## src/rtl/regfile_multiport.sv

```systemverilog
// Parametrised multiport register file with write bypass,
// an overflow write port and a snapshot dump stream.
module regfile_multiport #(
  parameter int DATA_W   = 8,
  parameter int NUM_REGS = 8,
  parameter int OVF_REG  = NUM_REGS - 1,
  localparam int ADDR_W  = $clog2(NUM_REGS)
) (
  input  logic              clk,
  input  logic              rst,
  input  logic [ADDR_W-1:0] rd_addr1_i,
  input  logic [ADDR_W-1:0] rd_addr2_i,
  input  logic [ADDR_W-1:0] rd_addrD_i,
  output logic [DATA_W-1:0] data1_o,
  output logic [DATA_W-1:0] data2_o,
  output logic [DATA_W-1:0] dataD_o,
  input  logic              wr_en_i,
  input  logic [ADDR_W-1:0] wr_addr_i,
  input  logic [DATA_W-1:0] wr_data_i,
  input  logic              ovf_en_i,
  input  logic [DATA_W-1:0] ovf_data_i,
  input  logic              dump_start_i,
  output logic              dump_valid_o,
  input  logic              dump_ready_i,
  output logic [ADDR_W-1:0] dump_idx_o,
  output logic [DATA_W-1:0] dump_data_o,
  output logic              dump_busy_o,
  output logic              dump_done_o
);

  localparam logic [ADDR_W-1:0] OVF_A  = ADDR_W'(OVF_REG);
  localparam logic [ADDR_W-1:0] LAST_A = ADDR_W'(NUM_REGS - 1);

  typedef enum logic {IDLE, SEND} state_e;

  logic [NUM_REGS-1:0][DATA_W-1:0] regs_q, regs_d;
  logic [NUM_REGS-1:0][DATA_W-1:0] shadow_q;
  state_e            state_q, state_d;
  logic [ADDR_W-1:0] idx_q, idx_d;
  logic              done_q, done_d;
  logic              snap_ld;

  // Next register contents; overflow write overrides the primary one
  always_comb begin
    regs_d = regs_q;
    if (wr_en_i) begin
      regs_d[wr_addr_i] = wr_data_i;
    end
    if (wr_en_i && ovf_en_i) begin
      regs_d[OVF_A] = ovf_data_i;
    end
  end

  // Reads see the post-edge value, except while in reset
  always_comb begin
    if (rst) begin
      data1_o = regs_q[rd_addr1_i];
      data2_o = regs_q[rd_addr2_i];
      dataD_o = regs_q[rd_addrD_i];
    end else begin
      data1_o = regs_d[rd_addr1_i];
      data2_o = regs_d[rd_addr2_i];
      dataD_o = regs_d[rd_addrD_i];
    end
  end

  // Dump engine next-state: snapshot on start, step on each accepted beat
  always_comb begin
    state_d = state_q;
    idx_d   = idx_q;
    done_d  = 1'b0;
    snap_ld = 1'b0;
    unique case (state_q)
      IDLE: begin
        if (dump_start_i) begin
          state_d = SEND;
          idx_d   = '0;
          snap_ld = 1'b1;
        end
      end
      SEND: begin
        if (dump_ready_i) begin
          if (idx_q == LAST_A) begin
            state_d = IDLE;
            idx_d   = '0;
            done_d  = 1'b1;
          end else begin
            idx_d = idx_q + ADDR_W'(1);
          end
        end
      end
      default: state_d = IDLE;
    endcase
  end

  // State registers with synchronous reset
  always_ff @(posedge clk) begin
    if (rst) begin
      regs_q   <= '0;
      shadow_q <= '0;
      state_q  <= IDLE;
      idx_q    <= '0;
      done_q   <= 1'b0;
    end else begin
      regs_q  <= regs_d;
      state_q <= state_d;
      idx_q   <= idx_d;
      done_q  <= done_d;
      if (snap_ld) begin
        shadow_q <= regs_d;
      end
    end
  end

  assign dump_valid_o = (state_q == SEND);
  assign dump_busy_o  = (state_q == SEND);
  assign dump_idx_o   = idx_q;
  assign dump_done_o  = done_q;
  assign dump_data_o  = (state_q == SEND) ? shadow_q[idx_q] : '0;

endmodule

```

## config.mk

```make
export PLATFORM = sky130hd
export DESIGN_NAME = regfile_multiport
export DESIGN_NICKNAME = d
export VERILOG_FILES = /design/src/rtl/regfile_multiport.sv
export SDC_FILE = /design/constraint.sdc
export NUM_CORES = 1
export LEC_CHECK = 0
export ABC_AREA = 1
export CAP_MARGIN = 10
export CORE_MARGIN = 5
export CORE_UTILIZATION = 30
export DETAILED_ROUTE_END_ITERATION = 16
export PLACE_DENSITY = 0.57
export SKIP_LAST_GASP = 1
export SLEW_MARGIN = 15
export SYNTH_ARGS = -nofsm -noshare
export SYNTH_HDL_FRONTEND = slang
export SYNTH_SLANG_ARGS = --single-unit
```

## constraint.sdc

```tcl
create_clock -name clk -period 4.7 [get_ports clk]
set_input_delay 0.94 -clock clk [delete_from_list [all_inputs] [get_ports clk]]
set_output_delay 0.94 -clock clk [all_outputs]
set_load 0.02 [all_outputs]
```

==> results.cfg, run 1 <==
[flow_run]
drv_cap = 0

[routing]
drt_iter0_markers = 1910
wl_microns = 46440
viasPerCell = 5.603
drc = 0
vias = 12210
firstDrtPassIters = 6
ant_nets = 0
post_drt_wl_per_cell_microns = 21.30

[grt]
grt_max_degree = 132
grt_pass1_wl_microns = 68650
grt_usage_pct = 24.87
met1_usage_pct = 32.16
antenna_found_initial = 1
grt_pass1_vias = 10970
grt-ovfl-total = 0
grt-busiest-layer = met2
grt_util_met3_pct = 4.888
use_met2_pct = 38.50

[synth]
synth.most_common_cell = nand3_1
postSynth.asyncResetShare_pct = 0
synth.cell_area_sq_um = 9786
yosys-top-cells-count = 402 x nand3_1, 337 x nand2_1, 212 x inv_1
ys_types = 20
yosys-top-cells-area = dfxtp_1 27%, nand3_1 21%, nand2_1 13%, o21ai_0 9.9%, a21oi_1 8.7%
syn_inst = 1693
synth_nets = 1729
synth_area_leader_cell = dfxtp_1
ys_ff_latch = 133
synth_ff_type = dfxtp_1
synth_warnings = 0
ys_seq_area_share_pct = 27.21
syn-mean-instance-area_sq_um = 5.780
synth_top_area_share_pct = 27.21
synth_edf_count = 0

[sta]
final.setup_skew_ns = 0.01777
rsz0062_at_grt = no
setup-tns-final_ns = 0
clock.fmax_mhz = 218.9
post-route-period-util_pct = 97.19
worstMarginPinSlew_ns = 0.9567
maxSlewHeadroom_pct = 36.15
slew_viol_final = 0
hold_viol = 0
finalSetupViolations = 0
min_period_ns = 4.568

[power]
peakVddDrop_mv = 0.2324
power.leakage_uw = 0.005598
swShare_pct = 34.51
p_int_uw = 2149
netSwitchingPower_uw = 1132
p_comb_share_pct = 24.8
seqPwrFrac_pct = 36.5
power_uw = 3282
powerDensity_nw_per_um2 = 280.6
clkPwrFrac_pct = 38.7

[floorplanning]
core_sq_um = 32370
die_width_microns = 190.6
ioPinCount = 72
die_h_microns = 190.6
start_util_pct = 30.23
die_area_sq_um = 36330
std_cell_rows = 66

[status]
run_status = finished, final reports clean

[placement]
dp_hpwl_microns = 32310
place_congestion = 0.9473
io_buffers = 71

[cts]
cts_hold_buf = 0
cts_resized = 0
cts_htree_levels = 4
clk_root_buffer_cell = clkbuf_16
clk_pin_slew_ns = 0.06
clock_path_buffers = 2
tritoncts = yes
cts.sinks = 133
cts_setup_buffers = 0
clk_latency_ns = 0.43
cts_buffers = 17

[worst_setup_path]
worstPathArrival_ns = 3.63
crit_type = primary input to output port
reg2regPathDepth = 5
crit_fanout = 8
cp_slowest_cell = clkdlybuf4s50_1
worst_setup_path_end_kind = output port
critical_path.max_stage_delay_ns = 0.65
crit_chain = clkdlybuf4s50_1 -> nand2_1 -> inv_1 -> nand2_1 -> nand2_1 -> nand3_1 -> nand3_1 -> nand2_1 -> nand3_1 -> nand3_1 -> nand2_1 -> clkdlybuf4s50_1
start_kind = primary input
crit_top_cell = nand2_1
required_ns = 3.76

[min_path]
hold_class = flip-flop to flip-flop
worst_hold_path.num_cells = 4

[layout]
drive_gt1_share_pct = 6.444
multi_input_area_sq_um = 5771
area_growth_pct = 19.50
nFillCells = 3608
regArea_sq_um = 2663
diodes = 0
nets = 1761
cells by family after synthesis:
| kind of cell | synth area share, % |
|---|---|
| AOI/OAI and AO/OA | 22.81 |
| adders and majority gates | 0.2557 |
| buffers and inverters | 13.99 |
| DFF | 27.21 |
| and+or+nand+nor | 35.74 |
worst paths after layout:
path	endpoint	slack (ns)	startpoint
max	data1_o[4]	0.13	wr_en_i
min	shadow_q[62]$_SDFFE_PP0P_	0.54	shadow_q[62]$_SDFFE_PP0P_
max reg2reg	shadow_q[49]$_SDFFE_PP0P_	2.89	dump_busy_o$_SDFF_PP0_
min reg2reg	shadow_q[62]$_SDFFE_PP0P_	0.54	shadow_q[62]$_SDFFE_PP0P_
placed cells by master, fill, tap and decap left out, drive strengths merged:
cell type      synthesis  layout
dfxtp                133     133
a21oi                171     171
clkinvlp               0       2
nand2                339     339
clkinv                 1       7
nand3                402     402
o211ai                48      48
ha                     2       2
nor2                  52      52
clkbuf                81      22
inv                  215     217
nor3                   2       2
a31oi                  8       8
o21ai                193     193
buf                   46      76
clkdlybuf4s50          0      64
sequential cells by signal, summed over array words and instances, names as in the netlist:
name and count:
dump_idx_o 3, regs_q 64, dump_busy_o 1, shadow_q 64
dump_done_o 1
layer usage:
| layer | vias up | share of wire [%] |
|---|---|---|
| li1 | 5744 | - |
| met1 | 5569 | 40 |
| met2 | 751 | 44 |
| met3 | 150 | 9.4 |
| met4 | 0 | 6.8 |
| met5 | - | 0 |
power groups by stage:
stage | clock (uW) | sequential, uW | combinational [uW]
global placement | 0 | 1220 | 789
floorplan | 0 | 1210 | 476
detailed placement | 0 | 1220 | 792
global route | 1330 | 1200 | 873
CTS | 1290 | 1200 | 795
finish | 1270 | 1200 | 812
layout make-up:
type	instances	area share, %
clock inverter	10	0.6313
inverter	216	6.933
multi-input combinational	1217	49.35
tap	442	4.729
clock buffer	22	3.970
timing repair buffer	140	11.62
sequential	133	22.77
critical path, delay by kind of cell:
family / cells / cell delay, ns
buffers and inverters: 3 / 1.39
AND/OR/NAND/NOR: 9 / 1.30
metrics by stage:
step	cells	cell area, sq um	hold slack, ns	utilization [%]	worst slack [ns]
2_1_floorplan	1693	9786	0.5062	-	1.734
3_3_place_gp	2148	11150	0.5211	34.43	0.1965
3_5_place_dp	2148	11150	0.5257	34.43	0.1929
4_1_cts	2180	11690	0.5422	36.10	0.1829
5_1_grt	2180	11690	0.5763	36.12	0.02409
6_report	2180	11690	0.5411	36.12	0.1321
Power figures use the tool's default switching activity.
==> run 2: changes to the inputs <==
CELL_PAD_IN_SITES_DETAIL_PLACEMENT = 2   (was not set)
CELL_PAD_IN_SITES_GLOBAL_PLACEMENT = 2   (was not set)
PLACE_DENSITY = 0.89   (was 0.57)
==> run 2 against run 1 <==
  * Utilization rose by 0.49 points
  * Power up 9.9%
  * Count of clock-buffer cells in the layout decreased by 4
  * Critical path depth up 1
  * Sequential cell count unchanged
  * First-iteration DRC count is 20% lower
  * Register-to-register slack worse by 0.16 ns
  * Largest power group unchanged
  * Highest routed layer unchanged
==> results.cfg, run 2 (synthesis gave the netlist of run 1 again) <==
[grt]
grt_pass1_vias = 14130
grt_pass1_wl_microns = 89990
grt-ovfl-total = 0
grt_max_degree = 132
grt_usage_pct = 32.60
antenna_found_initial = 1

[sta]
setup-tns-final_ns = 0
worstMarginPinSlew_ns = 1.161
maxSlewHeadroom_pct = 22.51
clock.fmax_mhz = 213.5
min_period_ns = 4.684
hold_viol = 0
fin_hold_ws_ns = 0.5512
post-route-period-util_pct = 99.66
final.setup_skew_ns = 0.01464
slew_viol_final = 0
finalSetupViolations = 0

[placement]
dp_hpwl_microns = 40390
place_congestion = 0.9374
io_buffers = 71
placed_area_sq_um = 11200

[power]
power.leakage_uw = 0.005754
netSwitchingPower_uw = 1313
powerDensity_nw_per_um2 = 304.3
p_int_uw = 2294
p_comb_share_pct = 24.6
seqPwrFrac_pct = 33.5
peakVddDrop_mv = 0.2787
swShare_pct = 36.40
clkPwrFrac_pct = 41.9

[layout]
multi_input_area_sq_um = 5773
area_growth_pct = 21.12
nets = 1772
nFillCells = 3964
regArea_sq_um = 2663
final_cell_area_sq_um = 11850
final_cell_mix = 402 x nand3_1, 335 x nand2_1, 211 x inv_1
mostFrequentLayoutCell = nand3_1
final_util_pct = 36.61
drive_gt1_share_pct = 7.318

[routing]
firstDrtPassIters = 5
ant_nets = 0
post_drt_wl_per_cell_microns = 27.78
wl_microns = 60890
drt_iter0_markers = 1535
drc = 0
vias = 13410
viasPerCell = 6.117

[floorplanning]
core_sq_um = 32370
start_util_pct = 30.23
die_area_sq_um = 36330
die_width_microns = 190.6
std_cell_rows = 66
ioPinCount = 72
die_h_microns = 190.6

[worst_setup_path]
crit_type = primary input to output port
crit_start = wr_en_i
r2r_end = shadow_q[47]$_SDFFE_PP0P_
worst_setup_path_end_kind = output port
reg2regPathDepth = 5
crit_path_end = data1_o[2]
ff2ff_setup_slack_ns = 2.73
reg2reg_from = dump_busy_o$_SDFF_PP0_
required_ns = 3.76
start_kind = primary input
crit_fanout = 11
worstPathArrival_ns = 3.74

[cts]
clk_root_buffer_cell = clkbuf_16
cts.sinks = 133
cts_buffers = 17
clk_pin_slew_ns = 0.06
cts_htree_levels = 4
clock_path_buffers = 2
clk_latency_ns = 0.46
tritoncts = yes

[flow_run]
drv_cap = 0

[min_path]
hold_class = flip-flop to flip-flop
worst_hold_path.num_cells = 4

[status]
run_status = finished, final reports clean
[run 2: cell types whose count changed in the layout (fill, tap and decap cells not counted), sizes merged]
| cell | previous run | this run |
|---|---|---|
| buf | 76 | 88 |
| bufinv | 0 | 3 |
| clkbuf | 22 | 18 |
| clkdlybuf4s50 | 64 | 55 |
| clkinv | 7 | 3 |
| diode | 0 | 1 |
| dlygate4sd2 | 0 | 1 |
| dlymetal6s2s | 0 | 7 |
| inv | 217 | 222 |
[run 2: power groups by stage]
stage	Clock (uW)	Sequential (uW)	Combinational, uW
finish	1510	1210	887
global route	1550	1210	930
CTS	1520	1200	862
detailed placement	0	1230	834
global placement	0	1220	797
floorplan	0	1210	476
[run 2: metal layers]
metal	track usage [%]	wire length (microns)
met2	52.68	27720
met3	5.547	4613
met5	0	0
met1	38.87	23330
met4	24.01	5231
[run 2: worst min-delay path by stage]
stage | start | to
after global routing | shadow_q[58]$_SDFFE_PP0P_ | shadow_q[58]$_SDFFE_PP0P_
after floorplan | shadow_q[0]$_SDFFE_PP0P_ | shadow_q[0]$_SDFFE_PP0P_
after CTS | shadow_q[58]$_SDFFE_PP0P_ | shadow_q[58]$_SDFFE_PP0P_
after detailed placement | shadow_q[61]$_SDFFE_PP0P_ | shadow_q[61]$_SDFFE_PP0P_
after global placement | shadow_q[33]$_SDFFE_PP0P_ | shadow_q[33]$_SDFFE_PP0P_
final | shadow_q[25]$_SDFFE_PP0P_ | shadow_q[25]$_SDFFE_PP0P_
[run 2: cell type report]
| class | instances | share of cell area [%] |
|---|---|---|
| clock inverter | 14 | 1.594 |
| multi-input combinational | 1217 | 48.71 |
| clock buffer | 18 | 3.621 |
| timing repair buffer | 151 | 12.07 |
| sequential | 133 | 22.46 |
| antenna | 1 | 0.02111 |
| tap | 442 | 4.666 |
| inverter | 216 | 6.862 |
[run 2: through the flow]
stage | setup slack (ns) | total power [uW] | cells
global placement | 0.1495 | 2020 | 2159
CTS | 0.01471 | 3584 | 2191
detailed placement | 0.08379 | 2062 | 2159
finish | 0.01611 | 3606 | 2192
global route | -0.08762 | 3690 | 2192
floorplan | 1.734 | 1691 | 1693
[run 2: repair_timing]
item                                    in CTS  in global routing
buffers inserted                             0                  0
gates resized for setup                      2                  9
hold buffers                                 0                  0
endpoints found under the setup margin       1                 22
[run 2: worst max-delay path: stages]
cell             delay [ns]
clkdlybuf4s50_1        0.53
inv_1                  0.06
nor2_1                 0.10
buf_4                  0.24
nand2_1                0.13
buf_4                  0.18
nand2_1                0.19
nand3_1                0.21
nand3_1                0.12
nand3_1                0.21
nand3_1                0.19
nand2_1                0.08
clkdlybuf4s50_1        0.55
